<file path="src/rtl/eerrl_pkg.sv">
// Shared types and constants for the EER-RL reward datapath.
package eerrl_pkg;

    localparam int RW_WORD_W = 16;
    localparam int RW_TYPE_W = 3;

    localparam logic [RW_TYPE_W-1:0] PKT_DATA   = 3'd3;
    localparam logic [RW_TYPE_W-1:0] PKT_REWARD = 3'd4;

    typedef enum logic [2:0] {
        IDLE,
        SCAN,
        DRAIN,
        SEND,
        DONE
    } rw_state_t;

    // All fields presented to the packet assembler while rValid is high.
    typedef struct packed {
        logic [RW_WORD_W-1:0] sourceID;
        logic [RW_WORD_W-1:0] energyLeft;
        logic [RW_WORD_W-1:0] qValue;
        logic [RW_WORD_W-1:0] sourceHops;
        logic [RW_WORD_W-1:0] destinationID;
        logic [RW_WORD_W-1:0] chosenCH;
        logic [RW_WORD_W-1:0] hopsFromCH;
        logic [RW_TYPE_W-1:0] packetType;
    } reward_pkt_t;

endpackage

</file>
<file path="src/rtl/nt_max_scan.sv">
// Walks the neighbour table once per start pulse and keeps the largest
// Q-value seen among valid entries (table read data arrives one cycle
// after the index).
module nt_max_scan #(
    parameter int WORD_WIDTH = 16,
    parameter int NT_DEPTH   = 32,
    localparam int IDX_W     = $clog2(NT_DEPTH)
) (
    input  logic                  clk,
    input  logic                  rst,
    input  logic                  start,
    input  logic                  mNodeValid,
    input  logic [WORD_WIDTH-1:0] mNodeQValue,
    output logic [IDX_W-1:0]      index,
    output logic [WORD_WIDTH-1:0] best,
    output logic                  anyValid,
    output logic                  scan_done
);

    localparam logic [IDX_W-1:0] LAST_IDX = IDX_W'(NT_DEPTH - 1);

    logic             running;
    logic             rdVld;
    logic [IDX_W-1:0] idx;

    // Index counter, read-latency delay of the running flag, and max accumulator.
    always_ff @(posedge clk) begin
        if (rst) begin
            running  <= 1'b0;
            rdVld    <= 1'b0;
            idx      <= '0;
            best     <= '0;
            anyValid <= 1'b0;
        end else begin
            rdVld <= running;
            if (start) begin
                running  <= 1'b1;
                idx      <= '0;
                best     <= '0;
                anyValid <= 1'b0;
            end else begin
                if (running) begin
                    if (idx == LAST_IDX) begin
                        running <= 1'b0;
                        idx     <= '0;
                    end else begin
                        idx <= idx + 1'b1;
                    end
                end
                if (rdVld && mNodeValid) begin
                    anyValid <= 1'b1;
                    if (mNodeQValue > best) begin
                        best <= mNodeQValue;
                    end
                end
            end
        end
    end

    assign index     = idx;
    assign scan_done = rdVld & ~running;

endmodule

</file>
<file path="src/rtl/reward_engine.sv">
// Per-node reward packet builder: detects unicast/broadcast triggers,
// scans the neighbour table for the best Q-value, and hands the packet to
// the assembler over a valid/ready handshake.
module reward_engine
    import eerrl_pkg::*;
#(
    parameter int                    WORD_WIDTH = 16,
    parameter int                    NT_DEPTH   = 32,
    parameter int                    PKT_TYPE_W = 3,
    parameter logic [WORD_WIDTH-1:0] BCAST_ID   = '1,
    localparam int                   IDX_W      = $clog2(NT_DEPTH)
) (
    input  logic                  clk,
    input  logic                  rst,
    input  logic                  en,
    input  logic [PKT_TYPE_W-1:0] fPacketType,
    input  logic [WORD_WIDTH-1:0] fSourceID,
    input  logic                  iAmDestination,
    input  logic                  low_E,
    input  logic [WORD_WIDTH-1:0] myNodeID,
    input  logic [WORD_WIDTH-1:0] myEnergy,
    input  logic [WORD_WIDTH-1:0] hopsFromSink,
    input  logic [WORD_WIDTH-1:0] myQValue,
    input  logic                  role,
    input  logic [WORD_WIDTH-1:0] chosenCH,
    input  logic [WORD_WIDTH-1:0] hopsFromCH,
    input  logic                  mNodeValid,
    input  logic [WORD_WIDTH-1:0] mNodeQValue,
    output logic [IDX_W-1:0]      nTableIndex_reward,
    output logic                  rValid,
    input  logic                  rReady,
    output logic [WORD_WIDTH-1:0] rSourceID,
    output logic [WORD_WIDTH-1:0] rEnergyLeft,
    output logic [WORD_WIDTH-1:0] rQValue,
    output logic [WORD_WIDTH-1:0] rSourceHops,
    output logic [WORD_WIDTH-1:0] rDestinationID,
    output logic [WORD_WIDTH-1:0] rChosenCH,
    output logic [WORD_WIDTH-1:0] rHopsFromCH,
    output logic [PKT_TYPE_W-1:0] rPacketType,
    output logic                  reward_done,
    output logic                  busy,
    output logic [7:0]            dropCount
);

    localparam logic [IDX_W-1:0] LAST_IDX = IDX_W'(NT_DEPTH - 1);

    rw_state_t state, stateNext;

    logic                  lowEQ;
    logic                  trigU;
    logic                  trigB;
    logic                  startScan;
    logic                  useUnicast;
    logic                  pending;
    logic                  pendingNext;
    logic                  consuming;
    logic                  bDrop;
    logic [1:0]            dropInc;
    logic [WORD_WIDTH-1:0] destQ;
    logic [WORD_WIDTH-1:0] energyQ;
    logic [WORD_WIDTH-1:0] qLatchQ;
    reward_pkt_t           pktQ;
    reward_pkt_t           pktOut;

    logic [IDX_W-1:0]      scanIndex;
    logic [WORD_WIDTH-1:0] scanBest;
    logic                  scanAny;
    logic                  scanDone;

    function automatic logic [7:0] satAdd8(input logic [7:0] a, input logic [1:0] inc);
        logic [8:0] s;
        s = {1'b0, a} + {7'b0, inc};
        return s[8] ? 8'hFF : s[7:0];
    endfunction

    assign trigU = en & iAmDestination & (fPacketType == PKT_DATA);
    assign trigB = low_E & ~lowEQ;

    nt_max_scan #(
        .WORD_WIDTH (WORD_WIDTH),
        .NT_DEPTH   (NT_DEPTH)
    ) uScan (
        .clk         (clk),
        .rst         (rst),
        .start       (startScan),
        .mNodeValid  (mNodeValid),
        .mNodeQValue (mNodeQValue),
        .index       (scanIndex),
        .best        (scanBest),
        .anyValid    (scanAny),
        .scan_done   (scanDone)
    );

    // State register.
    always_ff @(posedge clk) begin
        if (rst) begin
            state <= IDLE;
        end else begin
            state <= stateNext;
        end
    end

    // Next state, trigger arbitration, pending/drop decisions and handshake outputs.
    always_comb begin
        stateNext   = state;
        startScan   = 1'b0;
        useUnicast  = 1'b0;
        pendingNext = pending;
        consuming   = 1'b0;
        bDrop       = 1'b0;
        dropInc     = 2'd0;
        rValid      = 1'b0;
        reward_done = 1'b0;
        busy        = (state != IDLE);
        case (state)
            IDLE: begin
                if (trigU) begin
                    stateNext  = SCAN;
                    startScan  = 1'b1;
                    useUnicast = 1'b1;
                    if (trigB) begin
                        pendingNext = 1'b1;
                    end
                end else if (trigB) begin
                    stateNext = SCAN;
                    startScan = 1'b1;
                end
            end
            SCAN: begin
                if (scanIndex == LAST_IDX) begin
                    stateNext = DRAIN;
                end
            end
            DRAIN: begin
                if (scanDone) begin
                    stateNext = SEND;
                end
            end
            SEND: begin
                rValid = 1'b1;
                if (rReady) begin
                    stateNext = DONE;
                end
            end
            DONE: begin
                reward_done = 1'b1;
                if (pending) begin
                    stateNext   = SCAN;
                    startScan   = 1'b1;
                    consuming   = 1'b1;
                    pendingNext = 1'b0;
                end else begin
                    stateNext = IDLE;
                end
            end
            default: stateNext = IDLE;
        endcase
        // While busy a broadcast edge may occupy the single pending slot
        // (including the slot being freed this cycle); everything else is lost.
        if (state != IDLE) begin
            if (trigB && (!pending || consuming)) begin
                pendingNext = 1'b1;
            end else begin
                bDrop = trigB;
            end
            dropInc = {1'b0, trigU} + {1'b0, bDrop};
        end
    end

    // Control registers: low_E edge history, pending broadcast flag, drop counter.
    always_ff @(posedge clk) begin
        if (rst) begin
            lowEQ     <= 1'b0;
            pending   <= 1'b0;
            dropCount <= 8'd0;
        end else begin
            lowEQ     <= low_E;
            pending   <= pendingNext;
            dropCount <= satAdd8(dropCount, dropInc);
        end
    end

    // Trigger-time latch of destination, energy and fallback Q-value.
    always_ff @(posedge clk) begin
        if (rst) begin
            destQ   <= '0;
            energyQ <= '0;
            qLatchQ <= '0;
        end else if (startScan) begin
            destQ   <= useUnicast ? fSourceID : BCAST_ID;
            energyQ <= myEnergy;
            qLatchQ <= myQValue;
        end
    end

    // Packet register, loaded on the way into SEND and frozen until the next packet.
    always_ff @(posedge clk) begin
        if (rst) begin
            pktQ <= '0;
        end else if (state == DRAIN) begin
            pktQ.sourceID      <= myNodeID;
            pktQ.energyLeft    <= energyQ;
            pktQ.qValue        <= '0;
            pktQ.sourceHops    <= hopsFromSink;
            pktQ.destinationID <= destQ;
            pktQ.chosenCH      <= chosenCH;
            pktQ.hopsFromCH    <= role ? '0 : hopsFromCH;
            pktQ.packetType    <= PKT_REWARD;
        end
    end

    // The scan result settles on the same edge that enters SEND, so the
    // Q-value field is taken straight from the accumulator (held while idle).
    always_comb begin
        pktOut        = pktQ;
        pktOut.qValue = scanAny ? scanBest : qLatchQ;
    end

    assign nTableIndex_reward = scanIndex;
    assign rSourceID          = pktOut.sourceID;
    assign rEnergyLeft        = pktOut.energyLeft;
    assign rQValue            = pktOut.qValue;
    assign rSourceHops        = pktOut.sourceHops;
    assign rDestinationID     = pktOut.destinationID;
    assign rChosenCH          = pktOut.chosenCH;
    assign rHopsFromCH        = pktOut.hopsFromCH;
    assign rPacketType        = pktOut.packetType;

endmodule

</file>
<file path="config.mk">
export PLATFORM = sky130hd
export DESIGN_NAME = reward_engine
export DESIGN_NICKNAME = d
export VERILOG_FILES = /design/src/rtl/eerrl_pkg.sv /design/src/rtl/nt_max_scan.sv /design/src/rtl/reward_engine.sv
export SDC_FILE = /design/constraint.sdc
export NUM_CORES = 1
export LEC_CHECK = 0
export CAP_MARGIN = 10
export CELL_PAD_IN_SITES_DETAIL_PLACEMENT = 0
export CELL_PAD_IN_SITES_GLOBAL_PLACEMENT = 1
export CORE_AREA = 2 2 150 152
export CTS_CLUSTER_SIZE = 24
export DETAILED_ROUTE_END_ITERATION = 7
export DIE_AREA = 0 0 152 154
export GPL_TIMING_DRIVEN = 0
export PLACE_DENSITY_LB_ADDON = 0.12
export SLEW_MARGIN = 5
export SYNTH_ARGS = -nofsm -noshare
export SYNTH_HDL_FRONTEND = slang
export SYNTH_SLANG_ARGS = --single-unit
</file>
<file path="constraint.sdc">
create_clock -name clk -period 4.1 [get_ports clk]
set_clock_uncertainty 0.1 [all_clocks]
set_input_delay 0.82 -clock clk [delete_from_list [all_inputs] [get_ports clk]]
set_output_delay 0.82 -clock clk [all_outputs]
set_load 0.02 [all_outputs]
</file>
==> results.txt, run 1 <==
----------------------------------------------------
[Status]
  Outcome ... finished clean

[Setup path]
  Most common cell type on the critical path ... clkbuf_1
  Kind of start point of the critical path ... flop
  Critical path's slowest cell ... clkbuf_1
  Endpoint kind of the worst setup timing path ... primary output
  Peak fanout along the critical path ... 10
  CP Class ... flop to primary output
  Crit path required time ... 3.18 ns
  Critical path cell sequence ... clkbuf_1 > clkbuf_1 > mux2_2 > clkdlybuf4s50_1
  Worst path arrival time ... between 2 and 3 ns
  Delay of the slowest cell on the worst path ... 0.56 ns

[Timing]
  Tmin final ... 3.555 ns
  RSZ-0062 raised after global routing ... false
  Smallest setup slack after layout ... 0.5452 ns
  Final setup vio count ... 0
  Final period utilization ... about 87%
  Max-slew violation total from the final report ... 0
  Headroom to the max-slew limit ... 50.70%
  Setup_tns ... 0 ns
  Slew of the pin with the lowest slew margin ... 0.7396 ns
  Final Hold Vio Count ... 0
  Maximum frequency from static timing analysis ... 281.3 MHz

[Floorplanning]
  Die H ... ~150 microns
  Starting Density ... 33.76%
  Number of top-level pins ... 270
  Die area ... 23410 sq um
  Standard-cell rows ... 54
  Area of the placeable core ... between 20000 and 25000 sq um
  Width of the die ... 152 microns

[Placement]
  HPWL after DPL ... 17.18 mm
  Worst slack after detailed placement ... between 0.5 and 0.6 ns
  Number of port buffers ... approximately 270
  Placer congestion estimate ... between 0.7 and 0.8

[Final layout]
  Fraction of final layout cells sized beyond drive strength 1 ... 6.444%
  Final net count ... 1343
  Layout-stage area growth over the synthesis result ... 49.13%
  Fillers ... about 2200

[Pwr]
  Sw power ... 1.096 mW
  Sequential share of power ... a little under half
  Cell-internal power ... 2.923 mW
  Sw frac ... 27.28%
  Highest ir drop seen on vdd ... 0.0002252 V
  Relative contribution of the clock network to total power ... 40.1%
  Logic pwr share ... 13.3%
  Leakage power of the design ... 3.933 nW
  Power per standard cell area ... 368.1 nW/um^2

[Yosys]
  Unique masters post-synth ... 47
  Most frequent cell after synthesis ... nand2_1
  Most common flop cell mapped by yosys ... dfxtp_1
  Count of mapped cells out of synthesis ... about 900
  Library cell with the largest summed area after synthesis ... dfxtp_1
  Post-synth top area share ... approximately half
  Avg Synthesized Cell Area ... 8.172 sq um
  List of most frequent post-synthesis cells ... nand2_1 (282), dfxtp_1 (182), a21oi_1 (149)
  Register area share after synthesis ... 49.76%
  Post-synthesis cell area ... 7322 sq um
  Synth Register Bits ... 182
  EDFF count, synth ... 0
  Ranking of synthesized cells by area ... dfxtp_1 (50%), nand2_1 (14%), a21oi_1 (10%)
  Number of warnings issued by yosys ... 0
  Async set-or-reset flop fraction in the synthesized netlist ... 0%

[Clock network]
  Number of gates resized after CTS ... 0
  Number of buffers created by CTS ... 17
  CTS tree ... built
  Longest Clk Path Bufs ... 2
  Register clock-pin slew on the reported worst setup and hold paths ... 0.08 ns
  Count of buffers added by post-CTS timing repair for setup ... 0
  Clock H-tree levels ... 4
  Number of sinks handled by clock tree synthesis ... 182
  Clock root cell ... clkbuf_16
  Clock insertion delay at the later pin of the skew report ... 0.43 ns
  CTS hold repair buffers ... 0

[Route]
  Wire length per cell after detailed routing ... about 15 microns
  Remaining DRCs ... 0
  Total routed wirelength ... 22.79 mm
  Total number of vias ... 6810
  Number of DRC markers in iteration 0 ... 281
  Via density ... 4.608
  First-pass DRT Iterations ... 4
  Post-DRT Antenna Nets ... 0

[GRT]
  Number of global-route vias before repair ... 6613
  Initial antenna violation count ... 3
  Largest net degree at the start of global routing ... 19
  First-pass GRT wire length ... around 36 mm
  Sum of overflow across all layers after global routing ... 0
  Global router's overall resource usage ... 19.39%

[Worst hold path]
  Type of the tightest min-delay check ... flop to flop

[Flow run]
  Max-capacitance violation count ... 0

----------------------------------------------------
cell families after synthesis:
kind of cell / share of synthesized area (%)
flip-flops: 49.76
buffers and inverters: 4.802
AO/OA/AOI/OAI: 12.41
other: 0.05122
AND/OR/NAND/NOR: 23.45
adder cells (fa/ha/maj): 3.862
multiplexers: 5.195
XOR/XNOR: 0.4786
final timing paths:
kind | startpoint | to | slack, ns | cells past startpoint
max | uScan.anyValid | rQValue[14] | 0.55 | 4
min | energyQ[6] | rEnergyLeft[6] | 0.35 | 2
max reg2reg | state[2] | dropCount[0] | 1.07 | 12
min reg2reg | energyQ[6] | rEnergyLeft[6] | 0.35 | 2
critical path: cells and delay by family (launching register included):
kind,cells,cell delay (ns)
buf+inv,3,1.49
mux,1,0.41
flops,1,0.31
registers in the layout, indices dropped and copies added (netlist names), 3 cells and up:
register	flops
destQ	16
energyQ	16
qLatchQ	16
rChosenCH	16
rDestinationID	16
rEnergyLeft	16
rHopsFromCH	16
rSourceHops	16
rSourceID	16
uScan.best	16
dropCount	8
uScan.index	5
state	3
power groups by stage:
stage | Combinational (mW) | Sequential (mW) | Clock [mW]
global placement | 0.537 | 1.91 | 0
detailed placement | 0.538 | 1.91 | 0
floorplan | 0.275 | 1.91 | 0
CTS | 0.541 | 1.87 | 1.65
global route | 0.588 | 1.88 | 1.73
finish | 0.533 | 1.87 | 1.61
metrics by stage:
step	cells	hold WS, ns	util (%)	total power, mW	area, sq um
floorplan	897	0.3294	-	2.182	7326
global placement	1443	0.3379	47.67	2.450	10340
detailed placement	1443	0.3430	47.67	2.452	10340
CTS	1475	0.3523	50.31	4.060	10910
global route	1476	0.3691	50.32	4.203	10910
finish	1478	0.3510	50.35	4.019	10920
layout by cell type, fill, tap and decap left out, types with 4 or more instances in the layout:
master and count:
mux2i_1 20, clkdlybuf4s50_1 266, o21ai_0 4, nor3_1 18
mux2_2 16, ha_1 21, nand2_1 282, clkbuf_16 17
clkbuf_1 37, nand3b_1 19, nor2b_1 4, a21oi_1 149
nor2_1 49, inv_8 4, inv_1 23, dfxtp_1 182
buf_2 14, buf_4 5, nand2b_1 10, a21o_1 4
metal layers:
| metal | vias up | routed length (microns) | track usage, % |
|---|---|---|---|
| met1 | 3077 | 10460 | 24.97 |
| met5 | - | 0 | 0 |
| met3 | 22 | 1440 | 5.242 |
| met2 | 193 | 10510 | 31.55 |
| met4 | 0 | 375 | 6.453 |
| li1 | 3518 | - | - |
final cells by class:
cell class	instances	area [sq um]	share of cell area (%)
antenna	3	7.507	0.06875
buffer	59	265.3	2.429
clock buffer	18	439.2	4.022
clock inverter	14	133.9	1.226
inverter	23	86.33	0.7907
multi-input combinational	633	3331	30.50
sequential	182	3643	33.37
tap	280	350.3	3.208
timing repair buffer	266	2663	24.38
(Power assumes the default switching activity.)
==> inputs of run 2 (changes only) <==
--- a/config.mk
+++ b/config.mk
@@ -9,6 +9,7 @@
 export CELL_PAD_IN_SITES_DETAIL_PLACEMENT = 0
 export CELL_PAD_IN_SITES_GLOBAL_PLACEMENT = 1
 export CORE_AREA = 2 2 150 152
+export CTS_BUF_LIST = sky130_fd_sc_hd__clkbuf_16
 export CTS_CLUSTER_SIZE = 24
 export DETAILED_ROUTE_END_ITERATION = 7
 export DIE_AREA = 0 0 152 154
==> run 2 against run 1 <==
Against the previous run:
- global-route usage barely moved
- routed wire length rose by 0.18%
- final area barely moved
- die area did not move
- critical path depth did not move
- setup slack got worse by 0.012 ns
- sequential power barely moved
- count of clock-buffer cells in the layout fell by 1
- utilization barely moved
- power fell by 0.54%
- clock power barely moved
- largest power group unchanged
==> results.txt, run 2 (same netlist as run 1, synthesis figures left out) <==
----------------------------------------------------
[Placement]
  Area after detailed placement ... 10340 sq um (unchanged)
  Number of port buffers ... 266 (unchanged)
  Placer congestion estimate ... 0.7784 (unchanged)
  HPWL after DPL ... 17.18 mm (unchanged)

[Setup path]
  Kind of start point of the critical path ... flop (unchanged)
  Worst path arrival time ... 2.65 ns (was 2.63 ns)
  Crit path required time ... 3.18 ns (about the same)
  CP Class ... flop to primary output (unchanged)
  Peak fanout along the critical path ... 10 (unchanged)
  Endpoint kind of the worst setup timing path ... primary output (unchanged)

[Timing]
  Setup_tns ... 0 ns (unchanged)
  Maximum frequency from static timing analysis ... 280.3 MHz (was 281.3 MHz)
  Final period utilization ... 87.01% (was 86.70%)
  Headroom to the max-slew limit ... 49.59% (was 50.70%)
  Max-slew violation total from the final report ... 0 (unchanged)
  Final Hold Vio Count ... 0 (unchanged)
  Final setup vio count ... 0 (unchanged)
  Tmin final ... 3.567 ns (was 3.555 ns)
  RSZ-0062 raised after global routing ... false (unchanged)
  Slew of the pin with the lowest slew margin ... 0.7561 ns (was 0.7396 ns)

[GRT]
  First-pass GRT wire length ... 35.96 mm (was 35.95 mm)
  Sum of overflow across all layers after global routing ... 0 (unchanged)
  Global router's overall resource usage ... 19.39% (about the same)
  Number of global-route vias before repair ... 6614 (was 6613)
  Largest net degree at the start of global routing ... 19 (unchanged)
  Initial antenna violation count ... 3 (unchanged)

[Final layout]
  Fraction of final layout cells sized beyond drive strength 1 ... 6.360% (was 6.444%)
  Highest-count cells in the layout ignoring fill and taps ... nand2_1 (282), clkdlybuf4s50_1 (266), dfxtp_1 (182) (unchanged)
  Fillers ... 2160 (was 2157)
  Final net count ... 1343 (unchanged)
  Layout-stage area growth over the synthesis result ... 48.99% (was 49.13%)
  Most common cell after layout, fill and taps aside ... nand2_1 (unchanged)
  Final non-filler cell area ... 10910 sq um (was 10920 sq um)

[Route]
  Via density ... 4.591 (was 4.608)
  Number of DRC markers in iteration 0 ... 279 (was 281)
  Total number of vias ... 6786 (was 6810)
  Remaining DRCs ... 0 (unchanged)
  Wire length per cell after detailed routing ... 15.44 microns (was 15.42 microns)
  Post-DRT Antenna Nets ... 0 (unchanged)
  Total routed wirelength ... 22.83 mm (was 22.79 mm)
  First-pass DRT Iterations ... 4 (unchanged)

[Floorplanning]
  Width of the die ... 152 microns (unchanged)
  Number of top-level pins ... 270 (unchanged)
  Die H ... 154 microns (unchanged)
  Die area ... 23410 sq um (unchanged)
  Starting Density ... 33.76% (unchanged)
  Standard-cell rows ... 54 (unchanged)
  Area of the placeable core ... 21690 sq um (unchanged)

[Clock network]
  Count of buffers added by post-CTS timing repair for setup ... 0 (unchanged)
  Clock root cell ... clkbuf_16 (unchanged)
  CTS tree ... built (unchanged)
  Number of buffers created by CTS ... 17 (unchanged)
  Clock H-tree levels ... 4 (unchanged)
  CTS hold repair buffers ... 0 (unchanged)
  Register clock-pin slew on the reported worst setup and hold paths ... 0.07 ns (was 0.08 ns)
  Clock insertion delay at the later pin of the skew report ... 0.43 ns (about the same)
  Longest Clk Path Bufs ... 2 (unchanged)
  Number of gates resized after CTS ... 0 (unchanged)
  Number of sinks handled by clock tree synthesis ... 182 (unchanged)

[Pwr]
  Leakage power of the design ... 3.927 nW (was 3.933 nW)
  Highest ir drop seen on vdd ... 0.0002248 V (was 0.0002252 V)
  Power per standard cell area ... 366.4 nW/um^2 (was 368.1 nW/um^2)

[Status]
  Outcome ... finished clean (unchanged)

[Flow run]
  Max-capacitance violation count ... 0 (unchanged)

[Worst hold path]
  Type of the tightest min-delay check ... flop to flop (unchanged)

----------------------------------------------------
run 2: layout make-up:
type / count / area (sq um) / area share [%]
Buffer: 59 / 265.3 / 2.431
Timing Repair Buffer: 266 / 2663 / 24.41
Clock inverter: 15 / 137.6 / 1.262
Multi-Input combinational cell: 633 / 3331 / 30.53
Tap cell: 280 / 350.3 / 3.211
Antenna cell: 3 / 7.507 / 0.06882
Inverter: 23 / 86.33 / 0.7914
Sequential cell: 182 / 3643 / 33.40
Clock buffer: 17 / 425.4 / 3.900
run 2: power by group:
group          leakage, nW  internal [mW]  switching (mW)  total (mW)
registers             1.48           1.83          0.0383        1.87
logic                 2.18          0.266           0.267       0.533
clock network        0.272          0.804           0.788        1.59
total                 3.93           2.90            1.09        4.00
run 2: stage by stage:
stage | worst slack (ns) | hold WS, ns | std cells | util (%) | total power [mW]
floorplan | 1.327 | 0.3294 | 897 | - | 2.182
global placement | 0.6021 | 0.3379 | 1443 | 47.67 | 2.450
detailed placement | 0.5642 | 0.3430 | 1443 | 47.67 | 2.452
CTS | 0.5042 | 0.3523 | 1475 | 50.27 | 4.041
global route | 0.4193 | 0.3691 | 1476 | 50.28 | 4.184
finish | 0.5328 | 0.3514 | 1478 | 50.30 | 3.997
run 2: path summary, 6_finish.rpt:
| kind | from | to | slack (ns) | cells after the start |
|---|---|---|---|---|
| worst min register to register | energyQ[6] | energyQ[6] | 0.35 | 2 |
| worst max register to register | state[2] | dropCount[0] | 1.06 | 12 |
| worst max-delay path | uScan.anyValid | rQValue[14] | 0.53 | 4 |
| worst min-delay path | energyQ[6] | energyQ[6] | 0.35 | 2 |
run 2: layer usage:
layer / up-vias / global-route usage (%) / routed length, microns
met2: 183 / 31.55 / 10480
met3: 22 / 5.242 / 1366
met4: 0 / 6.453 / 375
met1: 3066 / 24.99 / 10600
met5: - / 0 / 0
li1: 3515 / - / -
run 2: critical path: stages (launching register included):
cell	delay (ns)
dfxtp_1	0.31
clkbuf_1	0.39
clkbuf_1	0.56
mux2_2	0.41
clkdlybuf4s50_1	0.56
